`config.mk`:
```
export PLATFORM = sky130hd
export DESIGN_NAME = rv_iopmp_entry_scanner
export DESIGN_NICKNAME = d
export VERILOG_FILES = /design/src/rtl/rv_iopmp_entry_scanner.sv
export SDC_FILE = /design/constraint.sdc
export NUM_CORES = 1
export LEC_CHECK = 0
export CELL_PAD_IN_SITES_DETAIL_PLACEMENT = 0
export CELL_PAD_IN_SITES_GLOBAL_PLACEMENT = 2
export CORE_MARGIN = 5
export CORE_UTILIZATION = 40
export DETAILED_ROUTE_END_ITERATION = 16
export GPL_TIMING_DRIVEN = 0
export PLACE_DENSITY_LB_ADDON = 0.1
export SYNTH_ARGS = -nofsm -noshare
export SYNTH_HDL_FRONTEND = slang
export SYNTH_SLANG_ARGS = --single-unit
export TNS_END_PERCENT = 50
```
`constraint.sdc`:
```
create_clock -name clk_i -period 9.85 [get_ports clk_i]
set_input_delay 0.985 -clock clk_i [delete_from_list [all_inputs] [get_ports clk_i]]
set_output_delay 0.985 -clock clk_i [all_outputs]
set_load 0.1 [all_outputs]
```
`src/rtl/rv_iopmp_entry_scanner.sv`:
```
// IOPMP entry scanner: walks [entry_start_i, entry_end_i) one entry per cycle and
// resolves a single allow/deny verdict. Optional macro RV_IOPMP_SCAN_EARLY_EXIT_EN.
package rv_iopmp_pkg;
    typedef struct packed { logic x; logic w; logic r; } access_t;
    typedef enum logic [1:0] {
        MODE_OFF   = 2'd0,
        MODE_TOR   = 2'd1,
        MODE_NA4   = 2'd2,
        MODE_NAPOT = 2'd3
    } mode_t;
endpackage

// Per-entry comparator: match = any byte overlaps, allow = fully inside and permitted.
module rv_iopmp_entry #(
    parameter int LEN        = 32,
    parameter int ADDR_WIDTH = 64,
    parameter int NBW        = 4
) (
    input  logic [ADDR_WIDTH-1:0] addr_i,
    input  logic [NBW-1:0]        num_bytes_i,
    input  rv_iopmp_pkg::access_t type_i,
    input  logic [2*LEN-1:0]      prev_addr_i,
    input  logic [LEN-1:0]        entry_addr_i,
    input  logic [LEN-1:0]        entry_addrh_i,
    input  rv_iopmp_pkg::mode_t   mode_i,
    input  logic [2:0]            perm_i,
    output logic                  match_o,
    output logic                  allow_o
);
    // Entry registers hold word addresses; compare in bytes with headroom for the carry.
    localparam int CW = ((ADDR_WIDTH > 2*LEN) ? ADDR_WIDTH : 2*LEN) + 3;

    logic [2*LEN-1:0] w_ent, w_mask;
    logic [CW-1:0]    w_lo, w_hi, w_beg, w_end;
    logic [2:0]       w_type;
    logic             w_overlap, w_inside;

    assign w_ent  = {entry_addrh_i, entry_addr_i};
    assign w_mask = w_ent ^ (w_ent + (2*LEN)'(1));
    assign w_beg  = CW'(addr_i);
    assign w_end  = w_beg + CW'(num_bytes_i);
    assign w_type = type_i;

    always_comb begin
        w_lo = '0;
        w_hi = '0;
        case (mode_i)
            rv_iopmp_pkg::MODE_TOR: begin
                w_lo = CW'(prev_addr_i) << 2;
                w_hi = CW'(w_ent) << 2;
            end
            rv_iopmp_pkg::MODE_NA4: begin
                w_lo = CW'(w_ent) << 2;
                w_hi = (CW'(w_ent) << 2) + CW'(4);
            end
            rv_iopmp_pkg::MODE_NAPOT: begin
                w_lo = CW'(w_ent & ~w_mask) << 2;
                w_hi = (CW'(w_ent & ~w_mask) << 2) + ((CW'(w_mask) + CW'(1)) << 2);
            end
            default: ;
        endcase
    end

    assign w_overlap = (w_lo < w_hi) && (w_beg < w_hi) && (w_end > w_lo);
    assign w_inside  = (w_beg >= w_lo) && (w_end <= w_hi);
    assign match_o   = w_overlap;
    assign allow_o   = w_overlap && w_inside && ((w_type & ~perm_i) == 3'b000);
endmodule

module rv_iopmp_entry_scanner #(
    parameter  int NUM_ENTRY  = 16,
    parameter  int LEN        = 32,
    parameter  int ADDR_WIDTH = 64,
    parameter  int DATA_WIDTH = 64,
    localparam int IW         = $clog2(NUM_ENTRY) + 1,
    localparam int NBW        = $clog2(DATA_WIDTH/8) + 1
) (
    input  logic                  clk_i,
    input  logic                  rst_ni,
    input  logic                  req_valid_i,
    output logic                  req_ready_o,
    input  logic [ADDR_WIDTH-1:0] req_addr_i,
    input  logic [NBW-1:0]        req_num_bytes_i,
    input  rv_iopmp_pkg::access_t req_type_i,
    input  logic [IW-1:0]         entry_start_i,
    input  logic [IW-1:0]         entry_end_i,
    input  logic [IW-1:0]         prio_entry_i,
    output logic [IW-2:0]         entry_idx_o,
    input  logic [LEN-1:0]        entry_addr_i,
    input  logic [LEN-1:0]        entry_addrh_i,
    input  rv_iopmp_pkg::mode_t   entry_mode_i,
    input  logic [2:0]            entry_perm_i,
    output logic                  rsp_valid_o,
    input  logic                  rsp_ready_i,
    output logic                  rsp_allow_o,
    output logic                  rsp_hit_o,
    output logic [1:0]            rsp_err_o,
    output logic [IW-2:0]         rsp_entry_idx_o
);
    typedef enum logic [1:0] { S_IDLE, S_SCAN, S_RESP } state_t;

    state_t                r_state, w_state_nxt;
    logic [IW-1:0]         r_idx, r_end, r_prio;
    logic                  r_pf;
    logic [2*LEN-1:0]      r_prev;
    logic [ADDR_WIDTH-1:0] r_addr;
    logic [NBW-1:0]        r_nb;
    rv_iopmp_pkg::access_t r_type;
    logic                  r_granted, r_cand;
    logic [IW-2:0]         r_gidx, r_cidx;
    logic                  r_allow, r_hit;
    logic [1:0]            r_err;
    logic [IW-2:0]         r_ridx;

    logic w_accept, w_empty, w_match, w_allow, w_eval, w_is_prio, w_last;
    logic w_prio_hit, w_np_grant, w_np_deny, w_early, w_done;
    logic [IW-2:0] w_cur;

    rv_iopmp_entry #(.LEN(LEN), .ADDR_WIDTH(ADDR_WIDTH), .NBW(NBW)) u_entry (
        .addr_i        (r_addr),
        .num_bytes_i   (r_nb),
        .type_i        (r_type),
        .prev_addr_i   (r_prev),
        .entry_addr_i  (entry_addr_i),
        .entry_addrh_i (entry_addrh_i),
        .mode_i        (entry_mode_i),
        .perm_i        (entry_perm_i),
        .match_o       (w_match),
        .allow_o       (w_allow)
    );

    assign w_accept   = req_valid_i & req_ready_o;
    assign w_empty    = entry_start_i >= entry_end_i;
    assign w_cur      = r_idx[IW-2:0];
    assign w_eval     = (r_state == S_SCAN) & ~r_pf;
    assign w_is_prio  = r_idx < r_prio;
    assign w_last     = r_idx == (r_end - IW'(1));
    assign w_prio_hit = w_eval & w_is_prio & w_match;
    assign w_np_grant = w_eval & ~w_is_prio & w_match & w_allow;
    assign w_np_deny  = w_eval & ~w_is_prio & w_match & ~w_allow;
`ifdef RV_IOPMP_SCAN_EARLY_EXIT_EN
    assign w_early    = w_np_grant;
`else
    assign w_early    = 1'b0;
`endif
    assign w_done     = w_eval & (w_prio_hit | w_early | w_last);

    always_ff @(posedge clk_i or negedge rst_ni) begin
        if (!rst_ni) r_state <= S_IDLE;
        else         r_state <= w_state_nxt;
    end

    always_comb begin
        w_state_nxt = r_state;
        case (r_state)
            S_IDLE:  if (req_valid_i) w_state_nxt = w_empty ? S_RESP : S_SCAN;
            S_SCAN:  if (w_done)      w_state_nxt = S_RESP;
            S_RESP:  if (rsp_ready_i) w_state_nxt = S_IDLE;
            default: w_state_nxt = S_IDLE;
        endcase
    end

    always_comb begin
        req_ready_o     = (r_state == S_IDLE);
        rsp_valid_o     = (r_state == S_RESP);
        entry_idx_o     = w_cur;
        rsp_allow_o     = r_allow;
        rsp_hit_o       = r_hit;
        rsp_err_o       = r_err;
        rsp_entry_idx_o = r_ridx;
    end

    always_ff @(posedge clk_i or negedge rst_ni) begin
        if (!rst_ni) begin
            r_idx <= '0; r_end <= '0; r_prio <= '0; r_pf <= 1'b0; r_prev <= '0;
            r_addr <= '0; r_nb <= '0; r_type <= '0;
            r_granted <= 1'b0; r_cand <= 1'b0; r_gidx <= '0; r_cidx <= '0;
            r_allow <= 1'b0; r_hit <= 1'b0; r_err <= 2'd0; r_ridx <= '0;
        end else if (w_accept) begin
            r_addr    <= req_addr_i;
            r_nb      <= req_num_bytes_i;
            r_type    <= req_type_i;
            r_end     <= entry_end_i;
            r_prio    <= prio_entry_i;
            r_granted <= 1'b0;
            r_cand    <= 1'b0;
            if (w_empty) begin
                r_allow <= 1'b0; r_hit <= 1'b0; r_err <= 2'd2; r_ridx <= '0;
            end else if (entry_start_i == '0) begin
                r_idx <= '0; r_pf <= 1'b0; r_prev <= '0;
            end else begin
                // Pre-fetch cycle reads entry start-1 so TOR has its lower bound.
                r_idx <= entry_start_i - IW'(1); r_pf <= 1'b1;
            end
        end else if (r_state == S_SCAN) begin
            r_prev <= {entry_addrh_i, entry_addr_i};
            if (!w_done) r_idx <= r_idx + IW'(1);
            if (r_pf) begin
                r_pf <= 1'b0;
            end else begin
                if (w_np_grant && !r_granted) begin r_granted <= 1'b1; r_gidx <= w_cur; end
                if (w_np_deny && !r_cand)     begin r_cand    <= 1'b1; r_cidx <= w_cur; end
                if (w_done) begin
                    if (w_prio_hit) begin
                        r_hit <= 1'b1; r_allow <= w_allow;
                        r_err <= w_allow ? 2'd0 : 2'd1; r_ridx <= w_cur;
                    end else if (r_granted || w_np_grant) begin
                        r_hit <= 1'b1; r_allow <= 1'b1; r_err <= 2'd0;
                        r_ridx <= r_granted ? r_gidx : w_cur;
                    end else if (r_cand || w_np_deny) begin
                        r_hit <= 1'b1; r_allow <= 1'b0; r_err <= 2'd1;
                        r_ridx <= r_cand ? r_cidx : w_cur;
                    end else begin
                        r_hit <= 1'b0; r_allow <= 1'b0; r_err <= 2'd2; r_ridx <= '0;
                    end
                end
            end
        end
    end
endmodule

```
==> out/results.tsv, run 1 <==
stage	metric	value	unit
synth	yosys-top-cells-area	ha_1 (23%), dfrtp_1 (17%), nand2_1 (8.1%)	
synth	synth-seq-cells	171	
routing	vias	24690	
timing	finalCritPeriodShare	0.9852	
floorplan	placementRows	90	
clocking	clock_latency	0.52	ns
run	maxCapViolations	0	
clocking	clk_pin_slew_worst_paths	0.09	ns
timing	worst_clock_skew	0.01560	ns
critical_path	cp.depth	44	
routing	firstDrtPassIters	5	
synth	yosysUniqueCellTypes	72	
place	globalplace.congestion	0.9600	
routing	drt-total-wl	100.6	mm
clocking	cts_buffers	17	
cells_and_area	drive_gt1_frac	0.1352	
timing	maxSlewViolCount	0	
floorplan	start_util	0.4055	
floorplan	die_area	66470	um2
routing	drc	0	
timing	fmax	103.1	MHz
place	portBuffers	171	
critical_path	cp_slowest_cell	or4_4	
synth	synthArstFlopShare	1.000	
power	power_density	218.3	nW/um2
critical_path	cp.buffers_inverters	9	
critical_path	cpMostUsedCell	nor3_4	
floorplan	core	60580	um2
critical_path	reg2reg_slack	1.08	ns
place	dpl_worst_slack	-4.681	ns
critical_path	worstPathArrival	10.12	ns
synth	syn-num-nets	3742	
timing	tightest_slew	1.400	ns
power	p_leak	13.46	nW
critical_path	rr_startpoint	r_addr[4]	
synth	netlist_area	24570	um2
clocking	tritoncts	yes	
synth	ys_seq_area_frac	0.1742	
clocking	cts-root-buf	clkbuf_16	
critical_path	r2r_end	r_gidx[2]	
critical_path	endpoint_kind	register	
cells_and_area	nets	3992	
synth	post-synth-top-count-cell	nand2_1	
grt	grt_pass1_vias	24760	
routing	initialDrtViolationCount	1575	
cells_and_area	syn2layout_area_growth	22.22	%
synth	yosys.area.top_type	ha_1	
synth	synth_edf_count	0	
synth	ys.warnings.count	0	
critical_path	crit_path_max_incr_delay	0.58	ns
grt	grt_max_degree	93	
clocking	h-tree-depth	4	
synth	syn_area_per_cell	7.864	um2
clocking	numClockSinks	171	
critical_path	start_kind	input port	
routing	avgViaCountPerCell	5.915	
clocking	cts_buffer_depth	2	
synth	synthCells	3124	
power	ir_worst_vdd	0.2182	mV
critical_path	crit_fanout	6	
synth	synthFlopType	dfrtp_1	
critical_path	worst_path_dominant_cell_family	simple AND/OR/NAND/NOR gates	
routing	ant_nets	0	
place	dp_hpwl	81.14	mm
grt	grt_usage	0.2937	
timing	slew_headroom	0.06638	
cells_and_area	nFillCells	5971	
timing	setup_slack	0.1461	ns
routing	wire_per_inst	24.10	um
critical_path	required	10.26	ns
floorplan	io-pin-count	173	
timing	finalSetupViolations	0	
grt	grt.overflow.total	0	
critical_path	path_class	in -> reg	
timing	tns	0	ns
timing	hold_viol_final	0	
critical_path	ff2ff_path_depth	25	
worst_hold_path	hold_path_class	in -> async	
synth	yosys-top-cells-count	nand2_1 (528), ha_1 (457), a21oi_1 (190), o21ai_0 (185), dfrtp_1 (171)	
floorplan	fp.dieW	257.8	um
synth	synth_top_area_share	0.2327	
grt	antenna_found_initial	8	
grt	grt_pass1_wl	151.6	mm
floorplan	die_h	257.8	um
timing	layout_min_cycle_time	9.704	ns
run_status	status	finished clean	
clocking	ctsHoldBuffers	0	
placed cells by master, fill, tap and decap left out, types with 83 or more instances in the layout:
cell,n
nand2_1,516
ha_1,420
nand4_1,104
inv_1,127
o21ai_0,168
a21o_1,83
a21oi_1,162
clkdlybuf4s50_1,151
xor2_1,100
dfrtp_1,171
buf_4,84
xnor2_1,145
nor2_1,133
clkbuf_1,86
where the power goes:
group          switching [W]  internal, W  total (W)
clock network       0.000441     0.000357   0.000797
logic                0.00259      0.00174    0.00432
registers           0.000408      0.00102    0.00143
worst reg2reg max path: stages (launching register included):
cell and delay [ns]:
dfrtp_1 0.52, and4_1 0.31, and4_1 0.25, nand3_1 0.25, or2_2 0.46, nor3_1 0.86
and3_1 0.35, and2_1 0.24, nor2b_1 0.27, nor2b_1 0.38, nand4_1 0.54, nor2_1 0.29
xor2_1 0.23, ha_1 0.29, nand4_1 0.17, nor3_1 0.10, a221oi_1 0.29, o21ai_0 0.49
a2111oi_0 1.17, o21ai_0 0.24, nand2_1 0.13, a211o_4 0.15, buf_4 0.13, nor2b_4 0.04
nand2_2 0.15, mux2_2 0.36
timing repair:
action                                  4_1_cts  5_1_grt
gates resized for setup                     227      168
endpoints found under the hold margin         0        0
setup buffers                                49       33
endpoints found under the setup margin       25       25
pin swaps                                    66       87
per-stage QoR:
stage | area, um2 | total power, W | hold WS [ns] | std cells | utilization
4_1_cts | 29150 | 0.006412 | 0.4485 | 4141 | 0.4812
2_1_floorplan | 24570 | 0.004099 | 0.4401 | 3124 | -
3_3_place_gp | 27260 | 0.005321 | 0.4580 | 4077 | 0.4499
6_report | 30030 | 0.006555 | 0.3954 | 4174 | 0.4956
3_5_place_dp | 27300 | 0.005432 | 0.4565 | 4079 | 0.4507
5_1_grt | 30010 | 0.007128 | 0.4417 | 4169 | 0.4954
how the worst max path moves through the flow:
stage | slack, ns | start | to
after floorplan | 0.06 | entry_addr_i[2] | r_cidx[0]
after global placement | -4.68 | entry_addr_i[3] | rsp_entry_idx_o[0]
after detailed placement | -4.68 | entry_addr_i[3] | rsp_entry_idx_o[3]
after CTS | 0.003 | entry_addr_i[0] | rsp_err_o[0]
after global routing | -0.04 | entry_addr_i[2] | r_cidx[1]
final | 0.15 | entry_addr_i[2] | r_cidx[1]
state kept, by name (all words and copies together) (netlist names), 2 cells and up:
signal,cells
r_addr,64
r_cidx,4
r_end,5
r_gidx,4
r_idx,5
r_nb,4
r_prev,64
r_prio,5
r_state,2
r_type,3
rsp_entry_idx_o,4
rsp_err_o,2
cell families (layout without fill, tap and decap cells):
logic type | after synthesis | after routing | share of synthesized area
AOI/OAI and AO/OA | 752 | 752 | 0.1956
xor gates and xnor gates | 255 | 255 | 0.09091
adders and majority gates | 459 | 459 | 0.2344
buffers and inverters | 262 | 525 | 0.04079
DFF | 171 | 171 | 0.1742
muxes | 120 | 120 | 0.05241
other | 0 | 5 | 0
and+or+nand+nor | 1105 | 1105 | 0.2117
final cells by class:
class	count	area (um2)	share of cell area
multi-input cells	2691	20780	0.6920
flip-flops and latches	171	4279	0.1425
repair buffers	255	2349	0.07822
well taps	782	978.4	0.03259
plain buffers	109	500.5	0.01667
inverters	129	484.2	0.01613
clock buffers	17	425.4	0.01417
clock inverters	15	217.7	0.007251
diodes	5	12.51	0.0004167
metal layers:
metal	vias up	wire [um]	GRT usage
met5	-	21	0
met4	4	3151	0.08647
met3	147	4677	0.03957
met2	604	46930	0.4950
met1	12030	45840	0.3943
li1	11910	-	-
No activity file was read; power rests on OpenSTA's default activity.
==> inputs of run 2 (changes only) <==
--- a/config.mk
+++ b/config.mk
@@ -9,6 +9,7 @@
 export CELL_PAD_IN_SITES_GLOBAL_PLACEMENT = 2
 export CORE_MARGIN = 5
 export CORE_UTILIZATION = 40
+export CTS_CLUSTER_SIZE = 8
 export DETAILED_ROUTE_END_ITERATION = 16
 export GPL_TIMING_DRIVEN = 0
 export PLACE_DENSITY_LB_ADDON = 0.1
==> results of run 2 <==
Final layout, timing and power as in run 1 (identical DEF).
